[src/rtl/led_serializer.sv]
// Parallel-to-serial driver for the external LED shift-register chain: pre-clear, 2-cycle bits, latch pulse.
// Optional build macro LED_SERIALIZER_REQUEUE_EN queues one Start edge that arrives while a frame is in flight.
module led_serializer #(
    parameter int DATA_BITS       = 16,
    parameter int DATA_COUNT_BITS = 4,
    parameter bit DIR             = 1'b0
) (
    input  logic                 clk,
    input  logic                 rst,
    input  logic                 Start,
    input  logic [DATA_BITS-1:0] PData,
    output logic                 sclk,
    output logic                 sout,
    output logic                 sclrn,
    output logic                 EN,
    output logic                 busy
);

    typedef enum logic [1:0] {IDLE, CLEAR, SHIFT, LATCH} state_t;

    localparam logic [DATA_COUNT_BITS-1:0] LAST_BIT = DATA_COUNT_BITS'(DATA_BITS - 1);

    state_t                     state, state_nxt;
    logic                       phase, phase_nxt;
    logic [DATA_COUNT_BITS-1:0] cnt, cnt_nxt;
    logic [DATA_BITS-1:0]       shift_reg, shift_nxt;
    logic                       start_d;
    logic                       start_edge;
    logic                       sout_nxt;

`ifdef LED_SERIALIZER_REQUEUE_EN
    logic                 pend, pend_nxt;
    logic [DATA_BITS-1:0] pend_data;
`endif

    function automatic logic head_bit(input logic [DATA_BITS-1:0] w);
        return DIR ? w[0] : w[DATA_BITS-1];
    endfunction

    function automatic logic [DATA_BITS-1:0] shift_one(input logic [DATA_BITS-1:0] w);
        return DIR ? (w >> 1) : (w << 1);
    endfunction

    assign start_edge = Start & ~start_d;

    always_comb begin
        state_nxt = state;
        phase_nxt = phase;
        cnt_nxt   = cnt;
        shift_nxt = shift_reg;
`ifdef LED_SERIALIZER_REQUEUE_EN
        pend_nxt  = pend;
        if (start_edge && state != IDLE && state != LATCH)
            pend_nxt = 1'b1;
`endif
        case (state)
            IDLE: begin
                if (start_edge) begin
                    shift_nxt = PData;
                    cnt_nxt   = '0;
                    phase_nxt = 1'b0;
                    state_nxt = CLEAR;
                end
            end
            CLEAR: state_nxt = SHIFT;
            SHIFT: begin
                if (!phase) begin
                    phase_nxt = 1'b1;
                end else begin
                    // Shift on the edge that ends sclk high so the next bit is presented at phase 0.
                    shift_nxt = shift_one(shift_reg);
                    phase_nxt = 1'b0;
                    if (cnt == LAST_BIT)
                        state_nxt = LATCH;
                    else
                        cnt_nxt = cnt + DATA_COUNT_BITS'(1);
                end
            end
            LATCH: begin
                state_nxt = IDLE;
`ifdef LED_SERIALIZER_REQUEUE_EN
                if (pend || start_edge) begin
                    shift_nxt = start_edge ? PData : pend_data;
                    cnt_nxt   = '0;
                    phase_nxt = 1'b0;
                    pend_nxt  = 1'b0;
                    state_nxt = CLEAR;
                end
`endif
            end
            default: state_nxt = IDLE;
        endcase
    end

    // Outputs are registered from the next-state view so they line up with the state they describe.
    assign sout_nxt = (state_nxt == SHIFT && !phase_nxt) ? head_bit(shift_nxt) : sout;

    always_ff @(posedge clk) begin
        if (!rst) begin
            state     <= IDLE;
            phase     <= 1'b0;
            cnt       <= '0;
            shift_reg <= '0;
            start_d   <= 1'b0;
            sclk      <= 1'b0;
            sout      <= 1'b0;
            sclrn     <= 1'b1;
            EN        <= 1'b0;
            busy      <= 1'b0;
`ifdef LED_SERIALIZER_REQUEUE_EN
            pend      <= 1'b0;
`endif
        end else begin
            state     <= state_nxt;
            phase     <= phase_nxt;
            cnt       <= cnt_nxt;
            shift_reg <= shift_nxt;
            start_d   <= Start;
            sclk      <= (state_nxt == SHIFT) && phase_nxt;
            sout      <= sout_nxt;
            sclrn     <= (state_nxt != CLEAR);
            EN        <= (state_nxt == LATCH);
            busy      <= (state_nxt != IDLE);
`ifdef LED_SERIALIZER_REQUEUE_EN
            pend      <= pend_nxt;
`endif
        end
    end

`ifdef LED_SERIALIZER_REQUEUE_EN
    // Newest word wins when several edges land during one frame.
    always_ff @(posedge clk) begin
        if (start_edge && state != IDLE)
            pend_data <= PData;
    end
`endif

endmodule
[config.mk]
export PLATFORM = sky130hd
export DESIGN_NAME = led_serializer
export DESIGN_NICKNAME = d
export VERILOG_FILES = /design/src/rtl/led_serializer.sv
export SDC_FILE = /design/constraint.sdc
export NUM_CORES = 1
export LEC_CHECK = 0
export ABC_CLOCK_PERIOD_IN_PS = 2900
export CORE_MARGIN = 4
export CORE_UTILIZATION = 53
export CTS_CLUSTER_DIAMETER = 30
export DETAILED_ROUTE_END_ITERATION = 10
export PLACE_DENSITY = 0.92
export SYNTH_ARGS = -nofsm -noshare
export SYNTH_HDL_FRONTEND = slang
export SYNTH_SLANG_ARGS = --single-unit
[constraint.sdc]
create_clock -name clk -period 2.9 [get_ports clk]
set_input_delay 0.58 -clock clk [delete_from_list [all_inputs] [get_ports clk]]
set_output_delay 0.58 -clock clk [all_outputs]
set_load 0.02 [all_outputs]
# After elaboration in Yosys (flattened, before gate mapping)
# Cells that the tools add are included.
dict set report totals {
  register_bits 29
  out_inout_bits 5
  word_cells 46
}
dict set report classes {
  addsub 1
  eq_ne 10
  mux 14
  bitwise_logic 2
  n_reduce_logical 8
}
# cell count
set op_table {}
lappend op_table {{$mux W16} 2}
lappend op_table {{$pmux W16 S2} 1}
lappend op_table {{$mux W4} 3}
lappend op_table {{$eq A2 B2 Y1 const B} 4}
lappend op_table {{$pmux W2 S4} 1}
lappend op_table {{$pmux W4 S2} 1}
lappend op_table {{$mux W2} 3}
lappend op_table {{$ne A2 B2 Y1 const B} 3}
lappend op_table {{$add A4 B1 Y4 const B} 1}
lappend op_table {{$eq A4 B4 Y1 const B} 1}
lappend op_table {{$reduce_and A4 Y1} 1}
lappend op_table {{$reduce_bool A2 Y1} 2}
lappend op_table {{$reduce_and A3 Y1} 1}
lappend op_table {{$eq A2 B1 Y1 const B} 1}
lappend op_table {{$logic_and A1 B1 Y1} 2}
lappend op_table {{$logic_not A2 Y1} 1}
lappend op_table {{$mux W1} 2}
lappend op_table {{$ne A2 B1 Y1 const B} 1}
lappend op_table {{$pmux W1 S2} 1}
lappend op_table {{$and A1 B1 Y1} 1}
lappend op_table {{$logic_not A1 Y1} 1}
lappend op_table {{$not A1 Y1} 1}

# Longest topological paths before layout
dict set report depth {
  ltp_word 6
  ltp_mapped 8
  depth_no_buf 6
}

# Worst setup path after synthesis
# Ideal clock, no wire load.
dict set report synth_timing {
  path_type {register -> register}
  start {register state[0]}
  end {register sout}
  t_arrival_ps 1591
  required_ps 2761
  setup_slack_ps 1170
  stages_incl_launch_ff 8
  cell_sequence {dfxtp_1 > inv_1 > ha_1 > nor2b_2 > a211o_1 > buf_6 > a222oi_1 > a211oi_1}
}
dict set report synth_via {
  elab_chain_cells 5
  word_cells_on_any_way 13
}
# element line
set synth_lines {}
lappend synth_lines {{start, declared} 23} ;# state_t state, state_nxt;
lappend synth_lines {{start signal, assigned} 114} ;# state <= state_nxt;
lappend synth_lines {{$mux W2} 73} ;# if (cnt == LAST_BIT)
lappend synth_lines {{$mux W2} 67} ;# if (!phase) begin
lappend synth_lines {{$pmux W2 S4} 56} ;# case (state)
lappend synth_lines {{$eq A2 B2 Y1} 96} ;# assign sout_nxt = (state_nxt == SHIFT && !phase_nxt) ? head_bit(shift_nxt) : sout;
lappend synth_lines {{$logic_and A1 B1 Y1} 96}
lappend synth_lines {{end signal, assigned} 120} ;# sout <= sout_nxt;
lappend synth_lines {{end, declared} 13} ;# output logic sout,
# Several ways; a longest one is shown, not always the timed one.
# A chain may end at the register's enable or synchronous reset.

# Final worst setup path
# Same ends and word-level chain as after synthesis.

==> results.yml <==
detailed_routing:
  via_per_inst: 5.86
  wl_um: 2720
  vias: 1090
  post_drt_wl_per_cell_um: 14.6
  drtIter0Drc: 46
  drcViolationCount: 0
  ant_nets: 0
  drt-pass1-iter-count: 4
run:
  cap_violations: 0
floorplanning:
  num_rows: 17
  ios: 24
  initial_core_util: 0.556
  die-height_um: 55.9
  die_w_um: 55.9
  core_area_mm2: 0.00219
  die_area_mm2: 0.00313
synthesis:
  syn_area_per_cell_um2: 9.15
  synth_area_leaders: "dfxtp_1, a221oi_1, nor2_1, nor3_1, ha_1"
  yosysTopAreaCell: "dfxtp_1"
  syn_nets: 155
  synth_edf_count: 0
  synthCells: 133
  yosys.area.top_type_share: 0.477
  yosysUniqueCellTypes: 31
  async_flop_share: 0
  yosysMostFrequentCell: "dfxtp_1"
  ys_warn_count: 0
  synthTopCellsByCount: "dfxtp_1, nor2_1, a221oi_1, nor3_1, inv_1"
  syn_area_mm2: 0.00122
  synth_ff_type: "dfxtp_1"
  ys_seq_elements: 29
  seq_area_frac_synth: 0.477
power:
  power_density_mw_per_mm2: 719
  switching_share: 0.322
  p_leak_nw: 0.579
  p_seq_frac: 0.455
  p_comb_frac: 0.284
  p_sw_w: 0.000352
  vdd_drop_max_uv: 533
  design_power_total_w: 0.00109
  internal_power_w: 0.000741
  pwr-share-clk: 0.261
sta:
  period_minus_slack_ns: 2.15
  final.setup.tns_ns: 0
  rsz0062_at_grt: "no"
  maxSlewViolCount: 0
  fin_skew_ns: 0.00225
  max_freq_ghz: 0.465
  post-route-period-util: 0.741
  slew_headroom: 0.551
  finalHoldViolCount: 0
  finalSetupViolCount: 0
  tightest_slew_ns: 0.673
critical_path:
  critical_path_class: "reg2reg"
  end_kind: "register"
  critPathTopFamily: "compound AO/OA/AOI/OAI gates"
  critPathBufInv: 1
  path_max_fanout: 20
  cp-start-kind: "register"
  worst_path_largest_cell_delay_ns: 0.52
  cp_slowest_cell: "a211o_1"
  critical_path.cell_chain: "inv_1 -> ha_1 -> nor2b_2 -> a211o_1 -> a222oi_1 -> a211oi_1"
  cp_data_arrival_time_ns: 2.40
  critPathRequiredTime_ns: 3.15
global_routing:
  grt_max_degree: 24
  antenna_found_initial: 0
  first_global_vias: 1040
  overflow: 0
  grt_usage: 0.185
  grt_pass1_wl_um: 4620
clocking:
  path_clk_slew_ns: 0.09
  cts_setup_buffers: 0
  htreeDepth: 2
  cts_tree: "done"
  cts-root-buf: "clkbuf_4"
  hold_buffers: 0
  clock_path_buffers: 2
  insertion_delay_ns: 0.33
  cts_sinks: 29
  numCtsBuffers: 5
  cts_resized: 0
layout:
  largest_reg_flops: 16
  drive_above_1_share: 0.0949
  diodes: 0
  syn2layout_area_growth_pct: 24.8
  final_nets: 179
  fillers: 176
placed_design:
  place.gp.congestion: 0.788
  place_hpwl_um: 1890
  port_buffers: 23
worst_hold_path:
  hp-class: "reg2reg"
status:
  status: "complete, no violations"
==> area by class of cell <==
cell class,instances,area (um2),share of cell area
flip-flops and latches,29,581,0.382
multi-input cells,88,558,0.367
clock inverters,1,5.00,0.00329
well taps,28,35.0,0.0231
clock buffers,7,65.1,0.0428
repair buffers,25,245,0.161
inverters,8,30.0,0.0198
==> stage by stage <==
step	utilization	cells	setup WS, ns	hold slack (ns)	area (um2)
after detailed placement	0.661	178	0.444	0.491	1450
after global routing	0.693	186	0.602	0.514	1520
final	0.693	186	0.751	0.505	1520
after floorplan	-	133	1.17	0.455	1220
after CTS	0.693	186	0.788	0.504	1520
after global placement	0.661	178	0.531	0.476	1450
==> worst reg2reg max path, cell delays in order (launching register included) <==
cell      delay (ns)
dfxtp_1         0.31
inv_1           0.10
ha_1            0.35
nor2b_2         0.30
a211o_1         0.52
a222oi_1        0.22
a211oi_1        0.26
==> cell families (layout without fill, tap and decap cells) <==
| group | count (synthesis) | in the layout | synth area share |
|---|---|---|---|
| simple gates | 53 | 53 | 0.222 |
| flops | 29 | 29 | 0.477 |
| buf+inv | 16 | 41 | 0.0648 |
| compound gates | 32 | 32 | 0.206 |
| fa+ha+maj | 3 | 3 | 0.0308 |
==> cells in the final DEF, fill, tap and decap left out, types with 2 or more instances in the layout <==
master	Yosys	routed
a21oi_1	5	5
a221oi_1	14	14
a31oi_1	2	2
and2_1	2	2
and3_1	2	2
buf_4	1	2
clkbuf_4	0	5
clkbuf_8	0	2
clkdlybuf4s50_1	0	23
dfxtp_1	29	29
ha_1	3	3
inv_1	8	8
nand2b_1	4	4
nand3_1	2	2
nand4_1	2	2
nor2_1	20	20
nor3_1	14	14
o21ai_0	3	3
or3_1	2	2
==> power by group through the flow <==
stage	Clock (W)	Combinational (W)	Sequential (W)
finish	0.000286	0.000310	0.000497
global route	0.000311	0.000347	0.000504
CTS	0.000291	0.000311	0.000496
detailed placement	0	0.000310	0.000504
global placement	0	0.000297	0.000500
floorplan	0	0.000227	0.000508
==> metal layers <==
layer,track usage,wire length (um),part of all wire
met5,0,0,0
met3,0.0789,205,0.075
met1,0.214,1140,0.42
met2,0.297,1320,0.49
met4,0.0847,43,0.016
==> worst paths after layout <==
check	from	endpoint	slack [ns]	cells after the start
max reg2reg	state[0]$_SDFF_PN0_	sout$_SDFFE_PN0P_	0.75	6
max	state[0]$_SDFF_PN0_	sout$_SDFFE_PN0P_	0.75	6
min reg2reg	shift_reg[12]$_SDFFE_PN0P_	shift_reg[12]$_SDFFE_PN0P_	0.50	2
min	shift_reg[12]$_SDFFE_PN0P_	shift_reg[12]$_SDFFE_PN0P_	0.50	2
(Power assumes the default switching activity.)
